File: src/rtl/gumnut_seq_ctrl_pkg.sv
// Shared types and encodings for the Gumnut control sequencer.
// Opcode and function encodings below assume a 7-bit opcode and a 3-bit function field.
package gumnut_seq_ctrl_pkg;

  typedef enum logic [3:0] {
    S_RST     = 4'd0,
    S_FETCH   = 4'd1,
    S_DECODE  = 4'd2,
    S_EXECUTE = 4'd3,
    S_MEM     = 4'd4,
    S_WB      = 4'd5,
    S_INT     = 4'd6,
    S_SLEEP   = 4'd7
  } state_t;

  typedef enum logic [2:0] {C_ILL, C_ALU, C_MEM, C_JMP, C_MISC} cls_t;

  localparam logic [6:0] OP_ALU_IMM = 7'h00;
  localparam logic [6:0] OP_ALU_REG = 7'h01;
  localparam logic [6:0] OP_MEM     = 7'h02;
  localparam logic [6:0] OP_SHIFT   = 7'h06;
  localparam logic [6:0] OP_JUMP    = 7'h1E;
  localparam logic [6:0] OP_BRANCH  = 7'h3E;
  localparam logic [6:0] OP_MISC    = 7'h7E;

  localparam logic [2:0] F_STM = 3'd0, F_LDM = 3'd1, F_INP = 3'd2, F_OUT = 3'd3;
  localparam logic [2:0] F_RET = 3'd0, F_RETI = 3'd1, F_ENAI = 3'd2, F_DISI = 3'd3,
                         F_WAIT = 3'd4, F_STBY = 3'd5;

  localparam logic [1:0] MUX_ALU = 2'b00, MUX_DATA = 2'b01, MUX_PORT = 2'b10;

  // Unused mem/misc function codes fall into the illegal class and execute as a NOP.
  function automatic cls_t op_class(input logic [6:0] op, input logic [2:0] func);
    case (op)
      OP_ALU_IMM, OP_ALU_REG, OP_SHIFT: op_class = C_ALU;
      OP_MEM:                           op_class = (func <= F_OUT) ? C_MEM : C_ILL;
      OP_JUMP, OP_BRANCH:               op_class = C_JMP;
      OP_MISC:                          op_class = (func <= F_STBY) ? C_MISC : C_ILL;
      default:                          op_class = C_ILL;
    endcase
  endfunction

endpackage

File: src/rtl/gumnut_ack_timer.sv
// Bus-ack watchdog: counts stalled cycles and flags the cycle in which the limit is reached.
module gumnut_ack_timer #(
  parameter int unsigned ACK_TIMEOUT = 15
) (
  input  logic clk,
  input  logic rst_n,
  input  logic clr,
  input  logic en,
  output logic expired
);

  if (ACK_TIMEOUT == 0) begin : g_off
    assign expired = 1'b0;
  end else begin : g_on
    localparam int W = $clog2(ACK_TIMEOUT + 1);
    localparam logic [W-1:0] LAST = W'(ACK_TIMEOUT - 1);
    logic [W-1:0] cnt;

    always_ff @(posedge clk or negedge rst_n) begin
      if (!rst_n)   cnt <= '0;
      else if (clr) cnt <= '0;
      else if (en)  cnt <= cnt + W'(1);
    end

    // cnt holds the stalled cycles already seen, so the Nth stall cycle sees N-1.
    assign expired = en && (cnt == LAST);
  end

endmodule

File: src/rtl/gumnut_seq_ctrl.sv
// Gumnut multi-cycle control sequencer: fetch/decode/execute/mem/write-back,
// interrupt entry, sleep-until-interrupt and bus-ack watchdog.
module gumnut_seq_ctrl
  import gumnut_seq_ctrl_pkg::*;
#(
  parameter int          OP_W        = 7,
  parameter int          FUNC_W      = 3,
  parameter int unsigned ACK_TIMEOUT = 15,
  parameter bit          IE_RESET    = 1'b0
) (
  input  logic              clk,
  input  logic              rst_n,
  input  logic [OP_W-1:0]   op_i,
  input  logic [FUNC_W-1:0] func_i,
  input  logic              int_req_i,
  input  logic              inst_ack_i,
  input  logic              data_ack_i,
  input  logic              port_ack_i,
  output logic              inst_cyc_o,
  output logic              data_cyc_o,
  output logic              data_we_o,
  output logic              port_cyc_o,
  output logic              port_we_o,
  output logic              pc_en_o,
  output logic              reg_wr_o,
  output logic [1:0]        reg_mux_o,
  output logic              alu_en_o,
  output logic              int_ack_o,
  output logic              ie_o,
  output logic              bus_err_o,
  output logic [3:0]        state_o
);

  state_t     state, state_nx;
  logic       ie, ie_nx;
  cls_t       cls;
  logic [2:0] fn;
  logic       inter, on_data, mem_ack, is_load, stall, expired;
  state_t     boundary;

  assign fn       = 3'(func_i);
  assign cls      = op_class(7'(op_i), fn);
  assign inter    = int_req_i & ie;
  assign boundary = inter ? S_INT : S_FETCH;
  assign on_data  = (fn == F_STM) || (fn == F_LDM);
  assign mem_ack  = on_data ? data_ack_i : port_ack_i;
  assign is_load  = (fn == F_LDM) || (fn == F_INP);

  // Only the bus currently strobed can end a stall; other acks are ignored.
  always_comb begin
    stall = 1'b0;
    case (state)
      S_FETCH:          stall = !inst_ack_i;
      S_EXECUTE, S_MEM: stall = (cls == C_MEM) && !mem_ack;
      default:          stall = 1'b0;
    endcase
  end

  gumnut_ack_timer #(.ACK_TIMEOUT(ACK_TIMEOUT)) u_timer (
    .clk     (clk),
    .rst_n   (rst_n),
    .clr     ((state_nx != state) || expired),
    .en      (stall),
    .expired (expired)
  );

  always_ff @(posedge clk or negedge rst_n) begin
    if (!rst_n) begin
      state <= S_RST;
      ie    <= IE_RESET;
    end else begin
      state <= state_nx;
      ie    <= ie_nx;
    end
  end

  always_comb begin
    state_nx = state;
    ie_nx    = ie;
    case (state)
      S_RST:   state_nx = S_FETCH;
      S_FETCH: state_nx = inst_ack_i ? S_DECODE : S_FETCH;
      S_DECODE: begin
        case (cls)
          C_ALU, C_MEM: state_nx = S_EXECUTE;
          C_MISC: begin
            if (fn == F_WAIT || fn == F_STBY) state_nx = S_SLEEP;
            else                              state_nx = boundary;
            if (fn == F_ENAI || fn == F_RETI) ie_nx = 1'b1;
            if (fn == F_DISI)                 ie_nx = 1'b0;
          end
          default: state_nx = boundary;
        endcase
      end
      S_EXECUTE, S_MEM: begin
        if (cls == C_ALU)  state_nx = S_WB;
        else if (mem_ack)  state_nx = is_load ? S_WB : boundary;
        else if (expired)  state_nx = S_FETCH;
        else               state_nx = S_MEM;
      end
      S_WB: state_nx = boundary;
      S_INT: begin
        state_nx = S_FETCH;
        ie_nx    = 1'b0;
      end
      S_SLEEP: if (inter) state_nx = S_INT;
      default: state_nx = S_RST;
    endcase
  end

  always_comb begin
    inst_cyc_o = 1'b0;
    data_cyc_o = 1'b0;
    data_we_o  = 1'b0;
    port_cyc_o = 1'b0;
    port_we_o  = 1'b0;
    pc_en_o    = 1'b0;
    reg_wr_o   = 1'b0;
    reg_mux_o  = MUX_ALU;
    alu_en_o   = 1'b0;
    int_ack_o  = 1'b0;
    case (state)
      S_FETCH: begin
        inst_cyc_o = 1'b1;
        pc_en_o    = inst_ack_i;
      end
      S_DECODE: pc_en_o = (cls == C_JMP) ||
                          ((cls == C_MISC) && (fn == F_RET || fn == F_RETI));
      S_EXECUTE, S_MEM: begin
        alu_en_o   = (state == S_EXECUTE) && (cls == C_ALU);
        data_cyc_o = (cls == C_MEM) && on_data;
        data_we_o  = (cls == C_MEM) && (fn == F_STM);
        port_cyc_o = (cls == C_MEM) && !on_data;
        port_we_o  = (cls == C_MEM) && (fn == F_OUT);
      end
      S_WB: begin
        reg_wr_o  = 1'b1;
        reg_mux_o = (cls == C_ALU) ? MUX_ALU : (fn == F_LDM) ? MUX_DATA : MUX_PORT;
      end
      S_INT: begin
        int_ack_o = 1'b1;
        pc_en_o   = 1'b1;
      end
      default: ;
    endcase
  end

  assign ie_o      = ie;
  assign bus_err_o = expired;
  assign state_o   = state;

endmodule

File: config.mk
export PLATFORM = sky130hd
export DESIGN_NAME = gumnut_seq_ctrl
export DESIGN_NICKNAME = d
export VERILOG_FILES = /design/src/rtl/gumnut_seq_ctrl_pkg.sv /design/src/rtl/gumnut_ack_timer.sv /design/src/rtl/gumnut_seq_ctrl.sv
export SDC_FILE = /design/constraint.sdc
export NUM_CORES = 1
export LEC_CHECK = 0
export ABC_AREA = 1
export CORE_AREA = 4 4 49 51
export CTS_BUF_LIST = sky130_fd_sc_hd__clkbuf_8
export CTS_CLUSTER_DIAMETER = 150
export DETAILED_ROUTE_END_ITERATION = 6
export DIE_AREA = 0 0 53 55
export DONT_BUFFER_PORTS = 1
export PLACE_DENSITY = 0.71
export SKIP_CTS_REPAIR_TIMING = 1
export SYNTH_ARGS = -nofsm -noshare
export SYNTH_HDL_FRONTEND = slang
export SYNTH_HIERARCHICAL = 1
export SYNTH_SLANG_ARGS = --single-unit
export TNS_END_PERCENT = 20
File: constraint.sdc
create_clock -name clk -period 3.6 [get_ports clk]
set_input_delay 0.54 -clock clk [delete_from_list [all_inputs] [get_ports clk]]
set_output_delay 0.54 -clock clk [all_outputs]
set_load 0.05 [all_outputs]
[Yosys cells after proc, flatten, opt, wreduce, memory -nomap -nowiden]
Cells that the tools add are included.
Cells by class
  equal/unequal tests: 26
  $lt $le $gt $ge: 2
  bitwise operators: 1
  muxes and demuxes: 33
  add/sub/neg operators: 1
  reduce and logical (&&, ||, !) cells: 27
Operator list (number)
  4-bit one-hot mux with 6 select lines: 1
  3-bit two-way mux: 7
  4-bit by 3-bit == test with 1-bit output (second input constant): 4
  3-bit by 2-bit == test with 1-bit output (second input constant): 4
  1-bit two-way mux: 12
  4-bit two-way mux: 3
  3-bit one-hot mux with 4 select lines: 1
  2-bit two-way mux: 5
  3-bit == test (second input constant): 3
  4-bit by 2-bit == test with 1-bit output (second input constant): 2
  1-bit logical AND: 8
  2-bit OR reduction: 4
  7-bit by 1-bit == test with 1-bit output (second input constant): 1
  7-bit by 2-bit == test with 1-bit output (second input constant): 1
  7-bit by 3-bit == test with 1-bit output (second input constant): 1
  7-bit by 5-bit == test with 1-bit output (second input constant): 1
  7-bit by 6-bit == test with 1-bit output (second input constant): 1
  7-bit == test (second input constant): 1
  7-bit zero test: 1
  3-bit by 1-bit == test with 1-bit output (second input constant): 2
  3-bit one-hot mux with 2 select lines: 1
  1-bit logical OR: 5
  4-bit by 1-bit adder with 4-bit output (second input constant): 1
  4-bit by 1-bit == test with 1-bit output (second input constant): 1
  15 further kinds: 19
Word-level totals
  register bits after elaboration: 9
  output and inout bits: 17

[Longest topological paths before layout]
  depth after elaboration: 14
  mapped depth: 22
  mapped depth without buffers: 21

[Modules after synthesis]
The synthesis kept the hierarchy.
Modules (own cells, without submodules)
  gumnut_seq_ctrl: cells each 133, area an instance 740.7 um^2, instances 1
  gumnut_ack_timer: cells each 27, area an instance 221.5 um^2, instances 1

[Worst setup path before layout]
Ideal clock, no wire load.
  kind: register -> register
  start: reg state[1] (netlist: state_o[1])
  end: reg u_timer.g_on.cnt[3]
  data arrival time: 3.670 ns
  slack: -0.189 ns
  required time: 3.481 ns
  path buffers: 1
  period minus slack after synthesis: 3.789 ns
  cell stages (with the launch flop): 21
  path through: dfrtp_1 buf_2 nand3_1 o21ai_4 nand4_1 o21ai_0 nand2_1 nor2_1 inv_1 nand2_1 nand3_2 a21boi_2 nand2_2 nand2_1 nand2_1 nor2_1 nand2_1 nor2_2 nor2_4 a21oi_1 nor2_1
On the way
  longest elaborated chain between the ends: 11
  elaborated cells on any way between the ends: 21
  classes of those cells: eq/ne: 8; mux: 7; reduce/logical: 6
Ends and longest elaborated chain
  start, declared: line gumnut_seq_ctrl.sv:34  | state_t state, state_nx;
  start signal, assigned: line gumnut_seq_ctrl.sv:72  | state <= state_nx;
  4-bit by 2-bit == test with 1-bit output / 4-bit by 3-bit == test with 1-bit output (equally long branches): line gumnut_seq_ctrl.sv:52  | case (state)
  2-bit OR reduction: line gumnut_seq_ctrl.sv:52
  1-bit one-hot mux with 2 select lines *: line gumnut_seq_ctrl.sv:52
  named net stall: line gumnut_seq_ctrl.sv:38  | logic inter, on_data, mem_ack, is_load, stall, expired;
  1-bit logical AND *: line gumnut_ack_timer.sv:26  | assign expired = en && (cnt == LAST);
  named net bus_err_o: line gumnut_seq_ctrl.sv:30  | output logic bus_err_o,
  3-bit two-way mux *: line gumnut_seq_ctrl.sv:98  | else if (expired) state_nx = S_FETCH;
  3-bit two-way mux *: line gumnut_seq_ctrl.sv:97  | else if (mem_ack) state_nx = is_load ? S_WB : boundary;
  3-bit two-way mux *: line gumnut_seq_ctrl.sv:96  | if (cls == C_ALU) state_nx = S_WB;
  4-bit one-hot mux with 6 select lines *: line gumnut_seq_ctrl.sv:80  | case (state)
  named net state_nx[2]: line gumnut_seq_ctrl.sv:34
  4-bit != test *: line gumnut_seq_ctrl.sv:62  | .clr ((state_nx != state) || expired),
  1-bit logical OR *: line gumnut_seq_ctrl.sv:62
  4-bit two-way mux / 2-bit nonzero test (equally long branches)
  end signal, assigned: line gumnut_ack_timer.sv:22  | else if (en) cnt <= cnt + W'(1);
  end, declared: line gumnut_ack_timer.sv:17  | logic [W-1:0] cnt;
The timed path passes the listed nets; every way through them passes the cells marked *.
A chain may end at the register's enable or synchronous reset.

[Worst setup path in the final report]
  start: reg state[3] (netlist: state_o[3])
  end: reg u_timer.g_on.cnt[3]
On the way
  longest elaborated chain between the ends: 11
  elaborated cells on any way between the ends: 21
  classes of those cells: eq/ne: 8; mux: 7; reduce/logical: 6
Ends and longest elaborated chain (line)
  4-bit by 2-bit == test with 1-bit output / 4-bit by 3-bit == test with 1-bit output (equally long branches): gumnut_seq_ctrl.sv:52
  2-bit OR reduction: gumnut_seq_ctrl.sv:52
  1-bit one-hot mux with 2 select lines *: gumnut_seq_ctrl.sv:52
  named net stall: gumnut_seq_ctrl.sv:38
  1-bit logical AND *: gumnut_ack_timer.sv:26
  3-bit two-way mux *: gumnut_seq_ctrl.sv:98
  3-bit two-way mux *: gumnut_seq_ctrl.sv:97
  3-bit two-way mux *: gumnut_seq_ctrl.sv:96
  4-bit one-hot mux with 6 select lines *: gumnut_seq_ctrl.sv:80
  named net state_nx[2]: gumnut_seq_ctrl.sv:34
  4-bit != test *: gumnut_seq_ctrl.sv:62
  1-bit logical OR *: gumnut_seq_ctrl.sv:62
  4-bit two-way mux / 2-bit nonzero test (equally long branches)
Marks and branches as above.

==> out/qor.csv <==
metric,value,unit
YS warnings,6,
max-slew violation count,0,
Multi-input gate area,630.6,um^2
crit-path max FO,5,
RD Place Congestion,0.9047,
Final setup viols,0,
CP max-delay cell,dfrtp_1,
R2R depth,21,
fin area,1146,um^2
RR Startpoint,state_o[3],
status,completed,
Setup CP Type,flop to flop,
total of max-cap violations,0,
Post-Route WL,2564,um
Yosys cell types,23,
CORE AREA,1942,um^2
post-synth top area share,23.41,%
Post-layout nets,196,
worst path bufs/invs,2,
Post-Syn Area,962.2,um^2
Worst-Margin Slew,0.8949,ns
Initial Util,49.55,%
post-DP HPWL,2122,um
ratio of cells with drive above 1 in the final layout,22.60,%
Detailed Routing Iterations Pass 1,4,
"Core Util, Final",59.02,%
TritonCTS clock tree,done,
Setup crit end kind,flop,
post-synth top area cell,dfrtp_1,
Filler cells,203,
Remaining DRCs,0,
Clock Tree Root,clkbuf_8,
Worst-Skew Late Latency,0.24,ns
initial antenna violation count,0,
Layout area overhead,19.12,%
Die W,53,um
final hold vios,0,
total CTS buffers,3,
largest net degree at the start of global routing,10,
min Tclk post-route,2.976,ns
RSZ-0062 raised after global routing,false,
CTS Buffer Depth,2,
period utilisation layout,82.66,%
crit path cell chain,nor2_2 -> nand3_1 -> o21ai_4 -> nand4_1 -> o21ai_0 -> buf_4 -> nand2_1 -> nor2_2 -> inv_1 -> nand2_1 -> nand3_2 -> a21boi_2 -> nand2_2 -> nand2_1 -> nand2_1 -> nor2_1 -> nand2_1 -> nor2_2 -> nor2_4 -> a21oi_1 -> nor2_1,
Worst Path Arrival,3.10,ns
slew margin rel.,40.12,%
number of global-route vias before repair,1056,
Critical Path RT,3.72,ns
Worst VDD drop,0.3151,mV
Clock transition at path regs,0.04,ns
Setup crit end,u_timer/g_on.cnt[3],
Worst Setup SP,state_o[3],
clock sinks,9,
diodes inserted,0,
vias per cell,5.363,
Setup Skew,0.003027,ns
IO Count,33,
Max Fclk,0.3360,GHz
Detailed Route Iter0 Violations,32,
cell family with most CP delay,simple AND/OR/NAND/NOR gates,
Global Route Usage Sum,20.62,%
H-tree depth,1,
Synth Register Bits,9,
Syn Inst Count,160,
Final ANT Viol Nets,0,
flop-to-flop setup slack,0.62,ns
most frequent CP cell,nand2_1,
port buffer count,0,
Worst setup SP type,flop,
Reg area,225.2,um^2
worst hold path type,input pin to flop,
Area contributors post-synth,"dfrtp_1, nand2_1, nand3_1",
"slowest stage delay, CP",0.42,ns
Vias,1094,
full die area,2915,um^2
Routed wire per std cell,12.57,um
Die H,55,um
syn_nets,178,
Hold Path Cell Cnt,2,
total grt overflow,0,
setup_tns,0,ns
row count,16,
sequential area share after synthesis,23.41,%
syn avg cell area,6.014,um^2
Crit path depth,21,
FF-to-FF End,u_timer/g_on.cnt[3],
first-pass GRT wire length,4360,um
Leakage,0.6180,nW
P per Cell Area,487.5,nW/um^2
placed instance area,1091,um^2
-- synth_stat cells (all sizes together) --
cell,number
a21oi,7
inv,27
nand3,21
nand2,47
dfrtp,9
o21ai,6
a21boi,1
ha,2
buf,1
nand4,8
nor2,26
nor3,3
conb,1
a221oi,1
-- area by class of cell --
| type | instances | area share, % |
|---|---|---|
| clock buffers | 3 | 3.603 |
| clock inverters | 1 | 0.3275 |
| inverters | 27 | 9.061 |
| multi-input cells | 123 | 55.02 |
| flip-flops and latches | 9 | 19.65 |
| well taps | 27 | 2.948 |
| repair buffers | 14 | 9.389 |
-- logic make-up after synthesis --
group / Yosys count / synth area share (%)
flip-flops: 9 / 23.41
AND/OR/NAND/NOR: 105 / 52.27
other: 1 / 0.3897
AO/OA/AOI/OAI: 15 / 10.01
adder cells (fa/ha/maj): 2 / 2.600
buffers and inverters: 28 / 11.31
-- power breakdown --
part           total [mW]  leakage [nW]  switching (mW)  internal [mW]
Combinational       0.283         0.475           0.197         0.0858
Sequential          0.161         0.116          0.0396          0.121
Clock               0.115        0.0269          0.0406         0.0743
-- cells in the final DEF (no fill, tap or decap) --
master | synthesis | routed
nor2_1 | 21 | 20
a221oi_1 | 1 | 1
nand2_1 | 43 | 43
dlygate4sd3_1 | 0 | 1
a21boi_2 | 1 | 1
a21oi_1 | 7 | 7
nor3_1 | 3 | 3
inv_4 | 1 | 1
nor2_4 | 2 | 2
inv_1 | 20 | 21
clkbuf_8 | 0 | 3
o21ai_0 | 3 | 3
buf_4 | 0 | 13
nand3_2 | 4 | 4
inv_2 | 6 | 6
dfrtp_1 | 9 | 9
nor2_2 | 3 | 4
nand4_1 | 7 | 7
nand3_1 | 17 | 17
nand4_2 | 1 | 1
nand2_2 | 4 | 4
o21ai_4 | 1 | 1
o21ai_1 | 2 | 2
conb_1 | 1 | 1
ha_1 | 2 | 2
-- registers in the layout, indices dropped and copies added, names as in the netlist --
name              cells
state_o               4
u_timer/g_on.cnt      4
ie_o                  1
-- metal layers --
layer | vias up | share of wire (%) | track usage, %
met5 | - | 0 | 0
met4 | 0 | 2.7 | 11.91
met3 | 9 | 9.6 | 6.434
met2 | 48 | 44 | 33.26
met1 | 489 | 43 | 24.22
li1 | 548 | - | -
-- worst min path at each step --
stage                           to  slack (ns)       from
2_1_floorplan                 ie_o        0.24      rst_n
5_1_grt                       ie_o        0.56  func_i[2]
3_3_place_gp   u_timer/g_on.cnt[2]        0.24      rst_n
4_1_cts        u_timer/g_on.cnt[0]      -0.008      rst_n
3_5_place_dp   u_timer/g_on.cnt[2]        0.24      rst_n
6_report                      ie_o        0.53  func_i[2]
-- per-stage QoR --
stage / total power [mW] / worst slack, ns / hold WS, ns / std cells
2_1_floorplan: 0.3836 / 0.06570 / 0.2444 / 160
3_3_place_gp: 0.4329 / 0.7748 / 0.2446 / 199
3_5_place_dp: 0.4417 / 0.6154 / 0.2446 / 199
4_1_cts: 0.5603 / 0.6074 / -0.008242 / 203
5_1_grt: 0.6009 / 0.3421 / 0.5568 / 204
6_report: 0.5588 / 0.6242 / 0.5296 / 204
-- worst reg2reg max path, cell delays in order, from the launching register on --
cell	delay, ns
dfrtp_1	0.42
nor2_2	0.19
nand3_1	0.16
o21ai_4	0.14
nand4_1	0.26
o21ai_0	0.24
buf_4	0.17
nand2_1	0.06
nor2_2	0.11
inv_1	0.05
nand2_1	0.08
nand3_2	0.08
a21boi_2	0.17
nand2_2	0.07
nand2_1	0.05
nand2_1	0.05
nor2_1	0.09
nand2_1	0.08
nor2_2	0.18
nor2_4	0.05
a21oi_1	0.12
nor2_1	0.06
Note: power is estimated with default switching activity, not from simulation.
